[src/rtl/serial_sub.sv]
// Bit-serial subtractor: diff = a - b - bin, one bit per clock, LSB first, start/busy/done handshake.
// Define SUB_OVF_EN to add the signed-overflow output ovf.
module serial_sub #(
    parameter int WIDTH = 4
) (
    input  logic             clk,
    input  logic             rst_n,
    input  logic             start,
    input  logic [WIDTH-1:0] a,
    input  logic [WIDTH-1:0] b,
    input  logic             bin,
    output logic             busy,
    output logic             done,
    output logic [WIDTH-1:0] diff,
    output logic             bout
`ifdef SUB_OVF_EN
    ,
    output logic             ovf
`endif
);

    localparam int CW = $clog2(WIDTH);

    typedef enum logic [1:0] {
        IDLE,
        RUN,
        DONE
    } state_t;

    state_t           state_q, state_d;
    logic [WIDTH-1:0] a_q, a_d;
    logic [WIDTH-1:0] b_q, b_d;
    logic [WIDTH-1:0] res_q, res_d;
    logic [WIDTH-1:0] diff_q, diff_d;
    logic [CW-1:0]    cnt_q, cnt_d;
    logic             br_q, br_d;
    logic             bout_q, bout_d;
    logic             d_bit, br_nxt;
`ifdef SUB_OVF_EN
    logic             amsb_q, amsb_d;
    logic             bmsb_q, bmsb_d;
    logic             ovf_q, ovf_d;
`endif

    // One full-subtractor cell, reused every RUN cycle on the operand LSBs.
    assign d_bit  = a_q[0] ^ b_q[0] ^ br_q;
    assign br_nxt = (~a_q[0] & b_q[0]) | (~(a_q[0] ^ b_q[0]) & br_q);

    always_comb begin
        state_d = state_q;
        a_d     = a_q;
        b_d     = b_q;
        res_d   = res_q;
        diff_d  = diff_q;
        cnt_d   = cnt_q;
        br_d    = br_q;
        bout_d  = bout_q;
`ifdef SUB_OVF_EN
        amsb_d  = amsb_q;
        bmsb_d  = bmsb_q;
        ovf_d   = ovf_q;
`endif
        case (state_q)
            IDLE, DONE: begin
                state_d = IDLE;
                if (start) begin
                    state_d = RUN;
                    a_d     = a;
                    b_d     = b;
                    br_d    = bin;
                    cnt_d   = '0;
`ifdef SUB_OVF_EN
                    amsb_d  = a[WIDTH-1];
                    bmsb_d  = b[WIDTH-1];
`endif
                end
            end
            RUN: begin
                a_d   = a_q >> 1;
                b_d   = b_q >> 1;
                res_d = (res_q >> 1) | {d_bit, {(WIDTH-1){1'b0}}};
                br_d  = br_nxt;
                cnt_d = cnt_q + CW'(1);
                // Results are published only on the last bit so diff/bout hold during RUN.
                if (cnt_q == CW'(WIDTH-1)) begin
                    state_d = DONE;
                    diff_d  = res_d;
                    bout_d  = br_nxt;
`ifdef SUB_OVF_EN
                    ovf_d   = (amsb_q != bmsb_q) && (d_bit != amsb_q);
`endif
                end
            end
            default: state_d = IDLE;
        endcase
    end

    always_ff @(posedge clk) begin
        if (!rst_n) begin
            state_q <= IDLE;
            a_q     <= '0;
            b_q     <= '0;
            res_q   <= '0;
            diff_q  <= '0;
            cnt_q   <= '0;
            br_q    <= 1'b0;
            bout_q  <= 1'b0;
`ifdef SUB_OVF_EN
            amsb_q  <= 1'b0;
            bmsb_q  <= 1'b0;
            ovf_q   <= 1'b0;
`endif
        end else begin
            state_q <= state_d;
            a_q     <= a_d;
            b_q     <= b_d;
            res_q   <= res_d;
            diff_q  <= diff_d;
            cnt_q   <= cnt_d;
            br_q    <= br_d;
            bout_q  <= bout_d;
`ifdef SUB_OVF_EN
            amsb_q  <= amsb_d;
            bmsb_q  <= bmsb_d;
            ovf_q   <= ovf_d;
`endif
        end
    end

    assign busy = (state_q == RUN);
    assign done = (state_q == DONE);
    assign diff = diff_q;
    assign bout = bout_q;
`ifdef SUB_OVF_EN
    assign ovf  = ovf_q;
`endif

endmodule

[config.mk]
export PLATFORM = sky130hd
export DESIGN_NAME = serial_sub
export DESIGN_NICKNAME = d
export VERILOG_FILES = /design/src/rtl/serial_sub.sv
export SDC_FILE = /design/constraint.sdc
export NUM_CORES = 1
export LEC_CHECK = 0
export ABC_AREA = 1
export ABC_CLOCK_PERIOD_IN_PS = 1700
export CAP_MARGIN = 0
export CELL_PAD_IN_SITES_DETAIL_PLACEMENT = 1
export CELL_PAD_IN_SITES_GLOBAL_PLACEMENT = 2
export CORE_MARGIN = 2
export CORE_UTILIZATION = 29
export CTS_BUF_LIST = sky130_fd_sc_hd__clkbuf_8
export CTS_CLUSTER_DIAMETER = 150
export DETAILED_ROUTE_END_ITERATION = 7
export PLACE_DENSITY_LB_ADDON = 0.1
export SLEW_MARGIN = 25
export SYNTH_ARGS = -nofsm -noshare
export SYNTH_HDL_FRONTEND = slang
export SYNTH_SLANG_ARGS = --single-unit
[constraint.sdc]
create_clock -name clk -period 1.7 [get_ports clk]
set_clock_uncertainty 0.1 [all_clocks]
set_input_delay 0.34 -clock clk [delete_from_list [all_inputs] [get_ports clk]]
set_output_delay 0.34 -clock clk [all_outputs]
set_load 0.03 [all_outputs]
==> impl_metrics.env <==
export IMPL_outcome="complete, no violations"
export IMPL_post_synth_instance_area_um2=908.4
export IMPL_p_switching_uw=301.0
export IMPL_die_height_um=59.97
export IMPL_cap_violations=0
export IMPL_max_slew_margin_pct=68.88
export IMPL_grt_remaining_overflow=0
export IMPL_crit_fanout=3
export IMPL_boundary_pin_count=19
export IMPL_cellLeakagePower_nw=0.5303
export IMPL_setup_worst_path_end_class="primary output"
export IMPL_worstMarginPinSlew_ns=0.4657
export IMPL_globalRouteMet3Util_pct=2.597
export IMPL_grtUsageTotal_pct=14.08
export IMPL_cts_clk_slew_worst_paths_ns=0.08
export IMPL_setup_viol=0
export IMPL_clock_tree_root_cell="sky130_fd_sc_hd__clkbuf_8"
export IMPL_pwr_share_comb_pct=18.1
export IMPL_initial_antenna_violation_count=0
export IMPL_critPathKind="reg2out"
export IMPL_grt_pass1_vias=853
export IMPL_seqCellArea_um2=420.4
export IMPL_async_reset_ff_share_pct=0
export IMPL_fill_cells=384
export IMPL_synth_distinct_cells=17
export IMPL_hold_ws_ns=0.3580
export IMPL_worst_setup_path_start_kind="flop"
export IMPL_number_of_max_slew_violations_in_the_final_report=0
export IMPL_number_of_buffers_inserted_by_port_buffering=18
export IMPL_timing_hold_worst_start="cnt_q[0]"
export IMPL_synth_top_cell_area_share_pct=46.28
export IMPL_clkLatencyLatePin_ns=0.26
export IMPL_synth_yosys_seq_area_share_pct=46.28
export IMPL_power_clock_fraction_pct=31.7
export IMPL_dp_hpwl_um=1569
export IMPL_synth_common_cells="sky130_fd_sc_hd__nand3_1 (22), sky130_fd_sc_hd__dfxtp_1 (21), sky130_fd_sc_hd__nand2_1 (19)"
export IMPL_hold_path_end="cnt_q[0]"
export IMPL_dieWidth_um=59.97
export IMPL_netlist_instances=121
export IMPL_synth_seq_cells=21
export IMPL_first_pass_iters=4
export IMPL_cts_num_sinks=21
export IMPL_crit_required_ns=1.26
export IMPL_hp_class="reg2reg"
export IMPL_grt_util_met2_pct=22.36
export IMPL_multi_input_comb_area_um2=394.1
export IMPL_detailroute_via_count=841
export IMPL_fin_tns_setup_ns=0
export IMPL_switching_share_pct=27.99
export IMPL_post_synth_top_area_cell="sky130_fd_sc_hd__dfxtp_1"
export IMPL_grt_first_pass_wirelength_um=3726
export IMPL_worst_r2r_path_depth=7
export IMPL_grt_setup_unrepaired="false"
export IMPL_power_density_mw_per_mm2=902.8
export IMPL_share_of_layout_cells_above_drive_strength_1_pct=10.34
export IMPL_fp_coreArea_mm2=0.003028
export IMPL_drt_wl_total_um=2198
export IMPL_regToRegStartpoint="state_q[0]"
export IMPL_vdd_ir_drop_worst_mv=0.4013
export IMPL_worst_ep_arrival_time_ns=1.13
export IMPL_hold_depth=1
export IMPL_yosysMostFrequentCell="sky130_fd_sc_hd__nand3_1"
export IMPL_syn_mean_instance_area_um2=7.507
export IMPL_peak_usage_layer_in_the_global_routing_report="met2"
export IMPL_n_antenna_cell=0
export IMPL_initialDrtViolationCount=16
export IMPL_crit_reg2reg_capture="a_q[1]"
export IMPL_p_seq_share_pct=50.2
export IMPL_detail_route_drc_violations=0
export IMPL_fin_nets=160
export IMPL_cts_max_level=1
export IMPL_ys_flop_type="sky130_fd_sc_hd__dfxtp_1"
export IMPL_cts_inserted_buffers=3
export IMPL_antenna_violating_nets_post_route=0
export IMPL_std_cell_rows=20
export IMPL_synth_edf_count=0
export IMPL_synth_warnings=0
export IMPL_cts_hold_buffers=0
export IMPL_pin_count_of_the_biggest_net_entering_global_routing=19
export IMPL_design_die_area_mm2=0.003596
export IMPL_place_congestion=0.6875
export IMPL_ctsLongestPathBuffers=2
export IMPL_wire_per_inst_um=11.63
export IMPL_route_detailed_vias_per_inst=4.450
export IMPL_initial_core_util_pct=30.00
export IMPL_syn2layout_area_growth_pct=31.13
export IMPL_timing_final_crit_period_ns=1.574
export IMPL_mappedNetlistNets=135
export IMPL_timing_hold_violations_final=0
export IMPL_cts_tree="done"
export IMPL_cell_internal_pwr_uw=774.4
export IMPL_maxClockFrequency_mhz=635.2
export IMPL_grtUsageMet1_pct=17.87
export IMPL_reg2reg_slack_ns=0.33
export IMPL_final_period_utilization_pct=92.61
export IMPL_synth_area_top_cells="sky130_fd_sc_hd__dfxtp_1 (46%), sky130_fd_sc_hd__nand3_1 (12%), sky130_fd_sc_hd__nand2_1 (7.9%)"
logic make-up (layout without fill, tap and decap cells):
family                   after synthesis  in the layout  synth area share [%]
flip-flops                            21             21                 46.28
AND/OR/NAND/NOR                       66             66                 32.65
AO/OA/AOI/OAI                         13             13                 7.162
adder cells (fa/ha/maj)                2              2                 3.581
buffers and inverters                 19             43                 10.33
worst max-delay path, stage by stage, from the launching register on:
cell,delay (ns)
sky130_fd_sc_hd__dfxtp_1,0.33
sky130_fd_sc_hd__inv_1,0.07
sky130_fd_sc_hd__nor2_1,0.07
sky130_fd_sc_hd__dlygate4sd2_1,0.39
registers in the layout, indices dropped and copies added (netlist names):
name and count:
diff 4, cnt_q 2, br_q 1, state_q 2
b_q 4, res_q 3, bout 1, a_q 4
worst max-delay path by stage:
stage | from | to | slack (ns) | cells after the start
finish | state_q[1] | done | 0.13 | 3
global route | state_q[1] | done | 0.05 | 3
CTS | state_q[0] | busy | 0.05 | 3
detailed placement | start | br_q | 0.04 | 6
global placement | start | br_q | 0.07 | 6
floorplan | state_q[1] | done | 0.43 | 2
power by group through the flow:
stage	logic [mW]	registers, mW	clock network (mW)
6_report	0.194	0.540	0.341
3_5_place_dp	0.191	0.552	0
4_1_cts	0.193	0.541	0.347
3_3_place_gp	0.189	0.552	0
5_1_grt	0.223	0.545	0.370
2_1_floorplan	0.127	0.549	0
what timing repair did:
action	in CTS	in global routing
gates cloned	0	0
pin swaps	0	1
buffers inserted	0	2
resized for setup	6	0
endpoints found under the setup margin	6	1
metal layers:
layer | vias up | wire length [um]
met5 | - | 0
met4 | 0 | 44
met3 | 5 | 59
met2 | 12 | 993
met1 | 386 | 1100
li1 | 438 | -
final cells by class:
class	instances	area share, %
flip-flops and latches	21	35.29
multi-input cells	81	33.09
repair buffers	25	18.70
well taps	44	4.622
inverters	14	4.412
clock buffers	3	3.466
clock inverters	1	0.4202
cell usage in the layout (no fill, tap or decap):
master / netlist / final
sky130_fd_sc_hd__fa_1: 1 / 1
sky130_fd_sc_hd__ha_1: 1 / 1
sky130_fd_sc_hd__a21oi_1: 8 / 8
sky130_fd_sc_hd__clkdlybuf4s50_1: 0 / 11
sky130_fd_sc_hd__inv_2: 1 / 1
sky130_fd_sc_hd__clkinv_2: 0 / 1
sky130_fd_sc_hd__dlygate4sd2_1: 0 / 6
sky130_fd_sc_hd__nand3_1: 22 / 22
sky130_fd_sc_hd__inv_1: 13 / 13
sky130_fd_sc_hd__nor2_4: 1 / 1
sky130_fd_sc_hd__o21ai_0: 5 / 5
sky130_fd_sc_hd__nand2_1: 19 / 19
sky130_fd_sc_hd__buf_4: 2 / 8
sky130_fd_sc_hd__nor2_1: 16 / 16
sky130_fd_sc_hd__nand3b_1: 1 / 1
sky130_fd_sc_hd__nand2_2: 1 / 1
sky130_fd_sc_hd__clkbuf_8: 0 / 3
sky130_fd_sc_hd__dfxtp_1: 21 / 21
sky130_fd_sc_hd__nor3_1: 6 / 6
stage by stage:
stage               power, mW  setup slack, ns  instances  cell area (um2)  utilization (%)
finish                  1.075           0.1256        189             1191            39.34
CTS                     1.081          0.04525        187             1176            38.84
detailed placement     0.7435          0.03999        183             1137            37.56
global route            1.138          0.05033        189             1191            39.34
floorplan              0.6768           0.4306        121            908.4                -
global placement       0.7406          0.07039        183             1137            37.56
(Power assumes the default switching activity.)
